## src/rtl/demux2_stream.sv

```systemverilog
// demux2_stream: 1-to-2 valid/ready stream demultiplexer with a small FIFO per output.
// Ports: clk, reset (sync, active-high), in_valid/in_ready/in_data/in_sel,
//        out0_valid/out0_ready/out0_data, out1_valid/out1_ready/out1_data,
//        count0/count1 (per-output FIFO occupancy).

// demux2_stream_fifo: one output queue of the demux.
// Ports: clk, reset, push/wdata (write side), pop (read side),
//        valid/rdata (head entry), full, count (occupancy).
module demux2_stream_fifo #(
    parameter int width = 8,
    parameter int depth = 2
) (
    input  logic                       clk,
    input  logic                       reset,
    input  logic                       push,
    input  logic [width-1:0]           wdata,
    input  logic                       pop,
    output logic                       valid,
    output logic [width-1:0]           rdata,
    output logic                       full,
    output logic [$clog2(depth+1)-1:0] count
);

    localparam int cw = $clog2(depth + 1);
    localparam int pw = (depth > 1) ? $clog2(depth) : 1;

    logic [width-1:0] mem [depth];
    logic [pw-1:0]    wr_ptr;
    logic [pw-1:0]    rd_ptr;
    logic [cw-1:0]    cnt;

    // Explicit wrap so non-power-of-two depths work.
    function automatic logic [pw-1:0] nxt(input logic [pw-1:0] p);
        return (p == pw'(depth - 1)) ? '0 : p + pw'(1);
    endfunction

    always_ff @(posedge clk) begin
        if (reset) begin
            wr_ptr <= '0;
            rd_ptr <= '0;
            cnt    <= '0;
            for (int i = 0; i < depth; i++) begin
                mem[i] <= '0;
            end
        end else begin
            if (push) begin
                mem[wr_ptr] <= wdata;
                wr_ptr      <= nxt(wr_ptr);
            end
            if (pop) begin
                rd_ptr <= nxt(rd_ptr);
            end
            if (push && !pop) begin
                cnt <= cnt + cw'(1);
            end else if (pop && !push) begin
                cnt <= cnt - cw'(1);
            end
        end
    end

    assign valid = (cnt != '0);
    assign full  = (cnt == cw'(depth));
    assign rdata = mem[rd_ptr];
    assign count = cnt;

endmodule

module demux2_stream #(
    parameter int width = 8,
    parameter int depth = 2
) (
    input  logic                       clk,
    input  logic                       reset,
    input  logic                       in_valid,
    output logic                       in_ready,
    input  logic [width-1:0]           in_data,
    input  logic                       in_sel,
    output logic                       out0_valid,
    input  logic                       out0_ready,
    output logic [width-1:0]           out0_data,
    output logic                       out1_valid,
    input  logic                       out1_ready,
    output logic [width-1:0]           out1_data,
    output logic [$clog2(depth+1)-1:0] count0,
    output logic [$clog2(depth+1)-1:0] count1
);

    logic full0;
    logic full1;
    logic push0;
    logic push1;
    logic pop0;
    logic pop1;

    // Readiness looks only at registered occupancy of the selected
    // queue; a full queue never passes a beat straight through.
    assign in_ready = in_sel ? !full1 : !full0;

    assign push0 = in_valid && in_ready && !in_sel;
    assign push1 = in_valid && in_ready && in_sel;
    assign pop0  = out0_valid && out0_ready;
    assign pop1  = out1_valid && out1_ready;

    demux2_stream_fifo #(
        .width (width),
        .depth (depth)
    ) u_fifo0 (
        .clk   (clk),
        .reset (reset),
        .push  (push0),
        .wdata (in_data),
        .pop   (pop0),
        .valid (out0_valid),
        .rdata (out0_data),
        .full  (full0),
        .count (count0)
    );

    demux2_stream_fifo #(
        .width (width),
        .depth (depth)
    ) u_fifo1 (
        .clk   (clk),
        .reset (reset),
        .push  (push1),
        .wdata (in_data),
        .pop   (pop1),
        .valid (out1_valid),
        .rdata (out1_data),
        .full  (full1),
        .count (count1)
    );

endmodule

```

## config.mk

```make
export PLATFORM = sky130hd
export DESIGN_NAME = demux2_stream
export DESIGN_NICKNAME = d
export VERILOG_FILES = /design/src/rtl/demux2_stream.sv
export SDC_FILE = /design/constraint.sdc
export NUM_CORES = 1
export LEC_CHECK = 0
export BUFFER_PORTS_ARGS = -buffer_cell sky130_fd_sc_hd__clkbuf_2
export CORE_MARGIN = 4
export CORE_UTILIZATION = 50
export CTS_CLUSTER_DIAMETER = 40
export DETAILED_ROUTE_END_ITERATION = 16
export GPL_TIMING_DRIVEN = 1
export PLACE_DENSITY = 0.75
export SETUP_SLACK_MARGIN = 0.1
export SYNTH_ARGS = -nofsm -noshare
export SYNTH_HDL_FRONTEND = slang
export SYNTH_SLANG_ARGS = --single-unit
```

## constraint.sdc

```tcl
create_clock -name clk -period 2.3 [get_ports clk]
set_input_delay 0.23 -clock clk [delete_from_list [all_inputs] [get_ports clk]]
set_output_delay 0.23 -clock clk [all_outputs]
set_load 0.02 [all_outputs]
```

* Word-level counts from Yosys, hierarchy flattened *
Memories as Yosys holds them, arrays and structs flattened. A register that Yosys moved wholly into a read port is not among the register bits.
Index checks and enable logic that the tools add are counted.
W data, S select, Z words.

operators by class
  divide/modulo/power cells = 0
  bitwise gates (word level) = 0
  $add $sub $neg = 8
  $lt $le $gt $ge = 0
  shift operators = 0
  mux-type cells = 27
  equal/unequal tests = 2
  $mul = 0
  reduce and logical (&&, ||, !) cells = 22

operator list
  kind                   number
  $mux W1                21
  $mux W8                2
  $reduce_or A8 Y1       2
  $logic_and A1 B1 Y1    9
  $mux W2                4
  $reduce_bool A2 Y1     4
  $logic_not A1 Y1       7
  $add A1 B1 Y1 const B  4
  $add A2 B1 Y2 const B  2
  $eq A2 B2 Y1 const B   2
  $sub A2 B1 Y2 const B  2

storage, ports and cells
  logic and storage cells = 67
  output and inout port bits = 23
  RAM bits = 32
  input port bits = 14
  memories kept = 2
  register bits = 8
  bits in read-only memories = 0
  latch bits = 0

memories
  name         words  bits a word  read ports  clocked after Yosys merged registers in  write ports  line  text
  u_fifo0.mem  2      8            1           1                                        2            27    logic [width-1:0] mem [depth];
  u_fifo1.mem  2      8            1           1                                        2            27

* Depth between registers and ports, before layout *
Gate-level depths: netlist of the first run.

  word-level depth = 10
  depth in mapped cells = 6
  mapped depth without buffers = 6

* Hierarchy *
From an unflattened synthesis of the first run, not the netlist that was laid out.

second synthesis, totals
  cell total of the unflattened synthesis = 155
  area, all modules = 1863.0 um^2

modules (own cells, without submodules)
  module              seq. area each (um^2)  cells each  instances  area an instance (um^2)
  demux2_stream_fifo  580.6                  75          2          912.1
  demux2_stream       0.0                    5           1          38.8

* Least setup slack after synthesis of the first run *
Ideal clock, no wire load.

  path type = register to register
  start point = register u_fifo1.cnt[0], in the netlist u_fifo1.count[0]
  end point = memory u_fifo1.mem[1][0] (enable)
  data required time = 1966 ps
  path buffers = 1
  period minus slack after synthesis = 1695 ps
  data arrival time = 1361 ps
  slack = 605 ps
  library setup time = 334 ps
  cell stages (with the launch flop) = 5
  cell sequence = dfxtp_1 > nor2b_2 > or3b_1 > buf_6 > nand2b_1

RTL lines
  element                   line  text
  start: declaration        30    logic [cw-1:0] cnt;
  start signal: assignment  54    cnt <= cnt + cw'(1);
  start signal: assignment  56    cnt <= cnt - cw'(1);
  end: declaration          27

==> results.yml, run 1 <==
clock_network:
  cts_tree: "done"
  clk_pin_slew_worst_paths_ns: 0.08
  clock_latency_ns: 0.29
  post_cts_resized: 0
  cts_buffer_depth: 2
  cts-root-buf: "clkbuf_8"
  h-tree-depth: 2
  cts_buffers: 5
  holdBufCountCts: 0
  cts.sinks: 42
  cts_setup_buffers: 0
job:
  drv_cap: 0
run_status:
  outcome: "complete, no violations"
logic_synthesis:
  synth_top_area_cell: "edfxtp_1"
  synth_cell_types: 19
  synth_area_sq_um: 1842
  synth_warnings: 0
  synthCells: 149
  avgSynthCellArea_sq_um: 12.36
  synth_fp_nets: 165
  yosys.area.top_type_share_pct: 52.17
  ys_seq_elements: 42
  ys_seq_area_share_pct: 63.04
  synthTopCellsByArea: "edfxtp_1 52%, dfxtp_1 11%, mux2_2 9.8%"
layout:
  drive_above_1_share_pct: 35.68
  syn2layout_area_growth_pct: 17.80
  antenna_cells: 0
  nNetsFinal: 200
critical_path:
  crit_type: "register to register"
  cp_max_fo: 9
  reg2reg_depth: 3
  reg2reg_from: "u_fifo1.count[0]"
  worstPathRequired_ns: 2.25
  startpoint_type: "register"
  crit_path_end_kind: "register"
  startpoint: "u_fifo1.count[0]"
  critPathArrivalTime_ns: 1.72
floorplan:
  dieHeight_microns: 68.69
  design.core.area_sq_um: 3442
  ios: 37
  dieArea_sq_um: 4718
  die_x_microns: 68.69
  start_util_pct: 53.51
  rows: 21
power_and_ir_drop:
  leakage_nw: 0.8899
  p_clk_share_pct: 26.8
  p_total_mw: 2.475
  p_seq_share_pct: 42.8
  power_density_nw_per_um2: 1141
  p_sw_mw: 0.7977
  p_sw_share_pct: 32.24
  ir_worst_vdd_uv: 731.9
  comb_power_share_pct: 30.3
  p_int_mw: 1.677
routing:
  drtIter0Drc: 112
  wl_per_cell_microns: 15.84
  drc: 0
  via_per_inst: 5.139
  dr.pass1.iters: 4
  ant_nets: 0
  vias: 1187
  totalWireLength_microns: 3658
placement:
  portBuffers: 36
  hpwlAfterDp_microns: 2735
  gp_congestion: 0.8596
global_route:
  grt_max_degree: 23
  grt_pass1_vias: 1154
  antenna_found_initial: 0
  grt-ovfl-total: 0
  grt_pass1_wl_microns: 5740
  grt_usage_pct: 17.55
hold_path:
  hp-start: "out0_ready"
  min_path_cells: 4
  hold_path.class: "input pin to register"
sta:
  tightest_slew_ns: 0.4133
  final_max_slew_viol_count: 0
  hold_viol_final: 0
  relSlewSlack_pct: 72.45
  setup_viol: 0
  worst_clock_skew_ns: 0.006300
  rsz0062_at_grt: "no"
  min_period_over_period_pct: 76.83
  finalSetupTns_ns: 0
  period_needed_ns: 1.767
  fmax_ghz: 0.5659
==> registers in the layout, indices dropped and copies added, names as in the netlist, named ones only <==
| signal | flops |
|---|---|
| u_fifo0.count | 2 |
| u_fifo0.mem | 16 |
| u_fifo0.rd_ptr | 1 |
| u_fifo0.wr_ptr | 1 |
| u_fifo1.count | 2 |
| u_fifo1.mem | 16 |
| u_fifo1.rd_ptr | 1 |
| u_fifo1.wr_ptr | 1 |
==> final timing paths <==
kind / to / slack (ns)
max: u_fifo1.mem[1][6] / 0.53
min: u_fifo0.rd_ptr / 0.35
max reg2reg: u_fifo1.mem[1][6] / 0.53
min reg2reg: u_fifo0.wr_ptr / 0.51
==> metrics by stage <==
step                area, sq um  instances  setup slack [ns]  hold WS, ns  utilization, %
floorplan                  1842        149            0.6047       0.4725               -
global placement           2032        223            0.6488       0.4878           59.03
detailed placement         2032        223            0.5477       0.4970           59.03
CTS                        2170        231            0.5425       0.3349           63.03
global route               2170        231            0.3788       0.3573           63.03
finish                     2170        231            0.5329       0.3466           63.03
==> synth_stat cells <==
library cell  count
nand2b_1         13
nor2b_2           2
a21oi_2           2
nor2_1           40
mux2i_1           1
ha_1              2
mux2_2           16
dfxtp_1          10
a21oi_1           2
buf_6             2
or2_2             2
xor2_1            6
or3_1             4
o21ai_0           6
buf_2             2
edfxtp_1         32
or3b_1            2
clkbuf_1          4
nand2_1           1
==> layout by cell type (no fill, tap or decap) <==
master / count
clkbuf_8: 6
nand2b_1: 13
clkbuf_2: 36
dfxtp_1: 10
xor2_1: 6
a21oi_2: 2
nor2b_2: 2
ha_1: 2
or3b_1: 2
mux2i_1: 1
or3_1: 4
clkbuf_16: 1
mux2_2: 16
bufinv_16: 1
a21oi_1: 2
or2_2: 2
edfxtp_1: 32
o21ai_0: 6
nand2_1: 1
nor2_1: 40
==> logic make-up after synthesis <==
family                     after synthesis  synth area share (%)
and+or+nand+nor                         64                 16.71
DFF                                     42                 63.04
muxes                                   17                 10.33
AOI/OAI and AO/OA                       10                 3.125
buffers and inverters                    8                 2.581
xor gates and xnor gates                 6                 2.853
adders and majority gates                2                 1.358
==> critical path, stage by stage, from the launching register on <==
cell	delay, ns
dfxtp_1	0.45
nor2b_2	0.10
or3b_1	0.53
nand2b_1	0.36
==> power by group through the flow <==
stage | sequential (mW) | clock, mW | combinational, mW
2_1_floorplan | 1.06 | 0 | 0.555
3_3_place_gp | 1.06 | 0 | 0.739
3_5_place_dp | 1.08 | 0 | 0.755
4_1_cts | 1.06 | 0.673 | 0.761
5_1_grt | 1.08 | 0.715 | 0.820
6_report | 1.06 | 0.664 | 0.751
==> cell type report <==
cell class | count | area [sq um]
multi-input cells | 99 | 633.1
well taps | 46 | 57.56
clock buffers | 7 | 107.6
flip-flops and latches | 42 | 1161
repair buffers | 36 | 180.2
fillers | 297 | 1272
clock inverters | 1 | 30.03
==> metal layers <==
metal  routed length [microns]  up-vias  part of all wire (%)  track usage [%]
met2                      1715       46                    47            26.46
met5                         0        -                     0                0
li1                          -      580                     -                -
met3                       220        6                   6.0            4.052
met1                      1660      555                    45            24.37
met4                        61        0                   1.7            7.299
(Power assumes the default switching activity.)
==> run 2, diff against run 1 <==
--- a/config.mk
+++ b/config.mk
@@ -5,13 +5,14 @@
 export SDC_FILE = /design/constraint.sdc
 export NUM_CORES = 1
 export LEC_CHECK = 0
+export ABC_AREA = 1
 export BUFFER_PORTS_ARGS = -buffer_cell sky130_fd_sc_hd__clkbuf_2
 export CORE_MARGIN = 4
 export CORE_UTILIZATION = 50
 export CTS_CLUSTER_DIAMETER = 40
 export DETAILED_ROUTE_END_ITERATION = 16
 export GPL_TIMING_DRIVEN = 1
-export PLACE_DENSITY = 0.75
+export PLACE_DENSITY = 0.74
 export SETUP_SLACK_MARGIN = 0.1
 export SYNTH_ARGS = -nofsm -noshare
 export SYNTH_HDL_FRONTEND = slang
==> constraint.sdc (replaced) <==
create_clock -name clk -period 1.85 [get_ports clk]
set_input_delay 0.185 -clock clk [delete_from_list [all_inputs] [get_ports clk]]
set_output_delay 0.185 -clock clk [all_outputs]
set_load 0.02 [all_outputs]
==> run 2 against run 1 <==
  * Critical path depth fell by 1
  * Non-clock buffer count up 2
  * Worst hold slack lost 0.13 ns
  * Utilization is 2.3 points lower
  * Area after synthesis up 2.2%
  * Design area grew 2.5%
  * First-iteration DRC count down 46%
  * Register-to-register slack lost 0.23 ns
  * Highest routed layer unchanged
  * Count of clock-buffer cells in the layout decreased by 1
==> results.yml, run 2 <==
layout:
  antenna_cells: 0
  fillCellCount: 300
  final_common_cell: "clkbuf_2"
  design_area_sq_um: 2223
  syn2layout_area_growth_pct: 18.07
  final_util_pct: 60.73
  drive_above_1_share_pct: 40.00
  final_cell_mix: "36 x clkbuf_2, 32 x edfxtp_1, 20 x inv_1"
  top_regs: "u_fifo0.mem x16, u_fifo1.mem x16"
  nNetsFinal: 220
logic_synthesis:
  yosys.area_share.simple_pct: 16.41
  synthTopCellsByArea: "edfxtp_1 51%, dfxtp_1 11%, mux2_2 9.6%"
  post-synth-top-count-cell: "edfxtp_1"
  synth-xor-area-share_pct: 0
  synth_top_area_cell: "edfxtp_1"
  synth_ff_type: "edfxtp_1"
  ys_seq_elements: 42
  ys_seq_area_share_pct: 61.66
  synth_top_family_by_area: "simple AND/OR/NAND/NOR gates"
  synth_mux_area_share_pct: 9.568
  yosys.area.top_type_share_pct: 51.03
  synth_cell_types: 21
  avgSynthCellArea_sq_um: 11.55
  synthCells: 163
  synth_compound_area_share_pct: 5.116
  yosys-top-cells-count: "32 x edfxtp_1, 20 x inv_1, 17 x nor2_1, 16 x mux2_2, 14 x nand2_1"
  synth_warnings: 0
  synth_edf_count: 32
  synth_fp_nets: 179
  async_reset_ff_share_pct: 0
  synth_area_sq_um: 1883
  synth_adder_area_share_pct: 1.329
floorplan:
  rows: 22
  design.core.area_sq_um: 3661
  start_util_pct: 51.44
  ios: 37
  dieHeight_microns: 69.37
  die_x_microns: 69.37
  dieArea_sq_um: 4812
routing:
  dr.pass1.iters: 4
  totalWireLength_microns: 3487
  vias: 1255
  drc: 0
  ant_nets: 0
  drtIter0Drc: 60
  wl_per_cell_microns: 13.78
  via_per_inst: 4.960
global_route:
  grt_max_degree: 17
  antenna_found_initial: 0
  grt-ovfl-total: 0
  grt_pass1_vias: 1238
  grt_pass1_wl_microns: 5865
  grt_usage_pct: 15.44
clock_network:
  post_cts_resized: 0
  holdBufCountCts: 0
  cts.sinks: 42
  cts_buffer_depth: 2
  cts_tree: "done"
  cts_buffers: 5
  cts-root-buf: "clkbuf_8"
  clock_latency_ns: 0.29
  clk_pin_slew_worst_paths_ns: 0.08
  h-tree-depth: 2
  cts_setup_buffers: 0
power_and_ir_drop:
  leakage_nw: 0.9683
  ir_worst_vdd_uv: 802.0
  power_density_nw_per_um2: 1136
sta:
  finalSetupTns_ns: 0
  hold_viol_final: 0
  min_period_over_period_pct: 84.81
  rsz0062_at_grt: "no"
  holdWs_ns: 0.2206
  setup_viol: 0
  worst_clock_skew_ns: 0.007540
  period_needed_ns: 1.569
  fmax_ghz: 0.6373
  relSlewSlack_pct: 75.54
  tightest_slew_ns: 0.3665
  final_max_slew_viol_count: 0
placement:
  placed_area_sq_um: 2113
  portBuffers: 36
  gp_congestion: 0.7763
  hpwlAfterDp_microns: 2646
critical_path:
  crit_path_end_kind: "primary output"
  critPathArrivalTime_ns: 1.38
  startpoint_type: "register"
  crit_type: "register to primary output"
  cp_max_fo: 8
  worstPathRequired_ns: 1.66
hold_path:
  hold_path.class: "input pin to register"
job:
  drv_cap: 0
run_status:
  outcome: "complete, no violations"
[run 2: per-stage QoR]
step,total power [mW],worst slack (ns),instances
after floorplan,1.648,0.1517,163
after global placement,1.806,0.4203,245
after detailed placement,1.834,0.3209,245
after CTS,2.541,0.2534,253
after global routing,2.658,0.1507,253
final,2.526,0.2810,253
[run 2: layout make-up]
| class | count | area [sq um] | share of cell area, % |
|---|---|---|---|
| multi-input combinational | 94 | 610.6 | 27.46 |
| sequential | 42 | 1161 | 52.22 |
| clock buffer | 6 | 72.57 | 3.264 |
| clock inverter | 2 | 37.54 | 1.688 |
| tap | 48 | 60.06 | 2.701 |
| timing repair buffer | 38 | 195.2 | 8.779 |
| inverter | 23 | 86.33 | 3.883 |
[run 2: cells by family after synthesis]
family                     count (synthesis)
buffers and inverters                     27
muxes                                     16
adders and majority gates                  2
and+or+nand+nor                           59
AOI/OAI and AO/OA                         17
DFF                                       42
[run 2: critical path, cell delays in order (launching register included)]
cell and delay (ns):
dfxtp_1 0.54, mux2_2 0.40, clkbuf_2 0.16
[run 2: worst paths after layout]
kind         slack, ns        startpoint               end  depth (start not counted)
min               0.22        out1_ready          register                          3
min reg2reg       0.47    u_fifo1.rd_ptr          register                          2
max               0.28          register      out0_data[2]                          2
max reg2reg       0.30  u_fifo1.count[0]  u_fifo1.count[1]                          9
[run 2: report_power, final]
group          leakage, nW  total, mW  switching [mW]  internal [mW]
Combinational        0.502      0.617           0.393          0.223
Sequential           0.415       1.19          0.0784           1.11
Clock               0.0514      0.718           0.315          0.403
[run 2: metal layers]
metal  vias to the layer above  share of wire [%]  GRT usage [%]
li1                        630                  -              -
met1                       577                 41          18.41
met2                        42                 51          26.48
met3                         6                7.2          5.507
met4                         0                1.1          3.905
met5                         -                  0              0
==> run 3, diff against run 2 <==
--- a/config.mk
+++ b/config.mk
@@ -5,14 +5,14 @@
 export SDC_FILE = /design/constraint.sdc
 export NUM_CORES = 1
 export LEC_CHECK = 0
-export ABC_AREA = 1
+export ABC_AREA = 0
 export BUFFER_PORTS_ARGS = -buffer_cell sky130_fd_sc_hd__clkbuf_2
 export CORE_MARGIN = 4
-export CORE_UTILIZATION = 50
+export CORE_UTILIZATION = 48
 export CTS_CLUSTER_DIAMETER = 40
 export DETAILED_ROUTE_END_ITERATION = 16
 export GPL_TIMING_DRIVEN = 1
-export PLACE_DENSITY = 0.74
+export PLACE_DENSITY = 0.75
 export SETUP_SLACK_MARGIN = 0.1
 export SYNTH_ARGS = -nofsm -noshare
 export SYNTH_HDL_FRONTEND = slang
==> constraint.sdc (replaced) <==
create_clock -name clk -period 1.3 [get_ports clk]
set_input_delay 0.13 -clock clk [delete_from_list [all_inputs] [get_ports clk]]
set_output_delay 0.13 -clock clk [all_outputs]
set_load 0.02 [all_outputs]
==> run 3 against run 2 <==
  * The flow now finishes with violations (negative setup slack)
  * Sequential cell count unchanged
  * Critical path depth increased by 2
  * Worst setup slack got worse by 0.44 ns
  * Largest cell class unchanged
==> results.yml, run 3 (synthesized netlist as in run 1, its figures left out) <==
global_route:
  antenna_found_initial: 0
  grt_pass1_vias: 1382
  grt_max_degree: 19
  grt_usage_pct: 17.55
  grt_pass1_wl_microns: 6775
  grt-ovfl-total: 0
sta:
  fmax_ghz: 0.6844
  rsz0062_at_grt: "yes"
  worst_clock_skew_ns: 0.005407
  setup_ws_ns: -0.1611
  hold_viol_final: 0
  setup_viol: 77
  min_period_over_period_pct: 112.4
  period_needed_ns: 1.461
  final_max_slew_viol_count: 0
  relSlewSlack_pct: 73.49
  tightest_slew_ns: 0.3977
power_and_ir_drop:
  leakage_nw: 1.181
  power_density_nw_per_um2: 1948
  ir_worst_vdd_uv: 1639
clock_network:
  cts.sinks: 42
  cts_buffers: 5
  cts_tree: "done"
  cts-root-buf: "clkbuf_8"
  clk_pin_slew_worst_paths_ns: 0.08
  cts_buffer_depth: 2
  h-tree-depth: 2
  clock_latency_ns: 0.30
job:
  drv_cap: 0
layout:
  drive_above_1_share_pct: 64.45
  syn2layout_area_growth_pct: 60.94
  antenna_cells: 0
  final_cell_mix: "32 x edfxtp_1, 20 x nor2_4, 19 x buf_8"
  final_common_cell: "edfxtp_1"
  nNetsFinal: 226
  final_cells: 259
  top_regs: "u_fifo0.mem x16, u_fifo1.mem x16"
  final_util_pct: 80.36
critical_path:
  worstPathRequired_ns: 1.30
  cp_max_fo: 8
  regToRegSetupSlack_ns: -0.16
  startpoint_type: "register"
  reg2reg_depth: 4
  startpoint: "u_fifo0.count[1]"
  critPathArrivalTime_ns: 1.46
  crit_type: "register to register"
  cp-endpoint: "u_fifo0.mem[0][4]"
  reg2reg_from: "u_fifo0.count[1]"
  crit_path_end_kind: "register"
  r2r-end: "u_fifo0.mem[0][4]"
floorplan:
  ios: 37
  design.core.area_sq_um: 3689
  die_x_microns: 69.95
  start_util_pct: 49.93
  rows: 22
  dieHeight_microns: 69.95
  dieArea_sq_um: 4892
placement:
  portBuffers: 36
  hpwlAfterDp_microns: 2612
  gp_congestion: 0.7266
  post-place-cells: 240
routing:
  totalWireLength_microns: 4366
  vias: 1323
  wl_per_cell_microns: 16.86
  ant_nets: 0
  drtIter0Drc: 98
  via_per_inst: 5.108
  drc: 0
  dr.pass1.iters: 4
hold_path:
  hold_path.class: "input pin to register"
run_status:
  violations: "negative setup slack"
  outcome: "complete, but fails checks"
[run 3: how the worst min path moves through the flow]
stage	startpoint	endpoint	slack [ns]	cells after the start
floorplan	in_sel	in_ready	0.41	1
global placement	u_fifo0.rd_ptr	register	0.49	2
detailed placement	u_fifo0.rd_ptr	register	0.49	2
CTS	reset	u_fifo0.wr_ptr	0.22	2
global route	reset	u_fifo0.count[1]	0.26	2
finish	reset	u_fifo0.wr_ptr	0.23	2
[run 3: power by group]
| group | internal [mW] | leakage [nW] | switching [mW] |
|---|---|---|---|
| sequential | 1.72 | 0.421 | 0.233 |
| clock | 0.565 | 0.0579 | 0.446 |
| combinational | 1.63 | 0.702 | 1.18 |
[run 3: timing repair]
item | in CTS | in global routing
setup buffers | 5 | 6
gates resized for setup | 83 | 78
setup endpoints to repair | 89 | 91
pin swaps | 3 | 2
gates cloned | 1 | 1
endpoints found under the hold margin | 0 | 0
hold buffers | 0 | 0
[run 3: through the flow]
stage / setup TNS (ns) / worst slack, ns / total power [mW] / hold WS (ns) / instance area [sq um]
2_1_floorplan: -3.103 / -0.1050 / 2.960 / 0.4107 / 1909
3_3_place_gp: -0.4373 / -0.04640 / 3.476 / 0.4863 / 2202
3_5_place_dp: -1.459 / -0.1470 / 3.566 / 0.4917 / 2202
4_1_cts: -2.649 / -0.1402 / 5.258 / 0.2203 / 2661
5_1_grt: -8.355 / -0.1865 / 6.057 / 0.2630 / 2964
6_report: -5.344 / -0.1611 / 5.774 / 0.2337 / 2964
[run 3: critical path: stages, from the launching register on]
cell and delay [ns]:
dfxtp_4 0.35, nor2b_4 0.14, buf_4 0.12, or3_4 0.40
nand2b_4 0.16
[run 3: cell type report]
type,count,area (sq um)
flip-flops and latches,42,1184
multi-input cells,99,962.2
fillers,215,724.4
repair buffers,62,649.4
clock buffers,5,68.82
well taps,48,60.06
clock inverters,3,40.04
[run 3: routing by layer]
metal	GRT usage, %	part of all wire [%]
met1	21.67	39
met4	4.468	1.8
met2	30.64	55
met3	4.317	4.6
met5	0	0
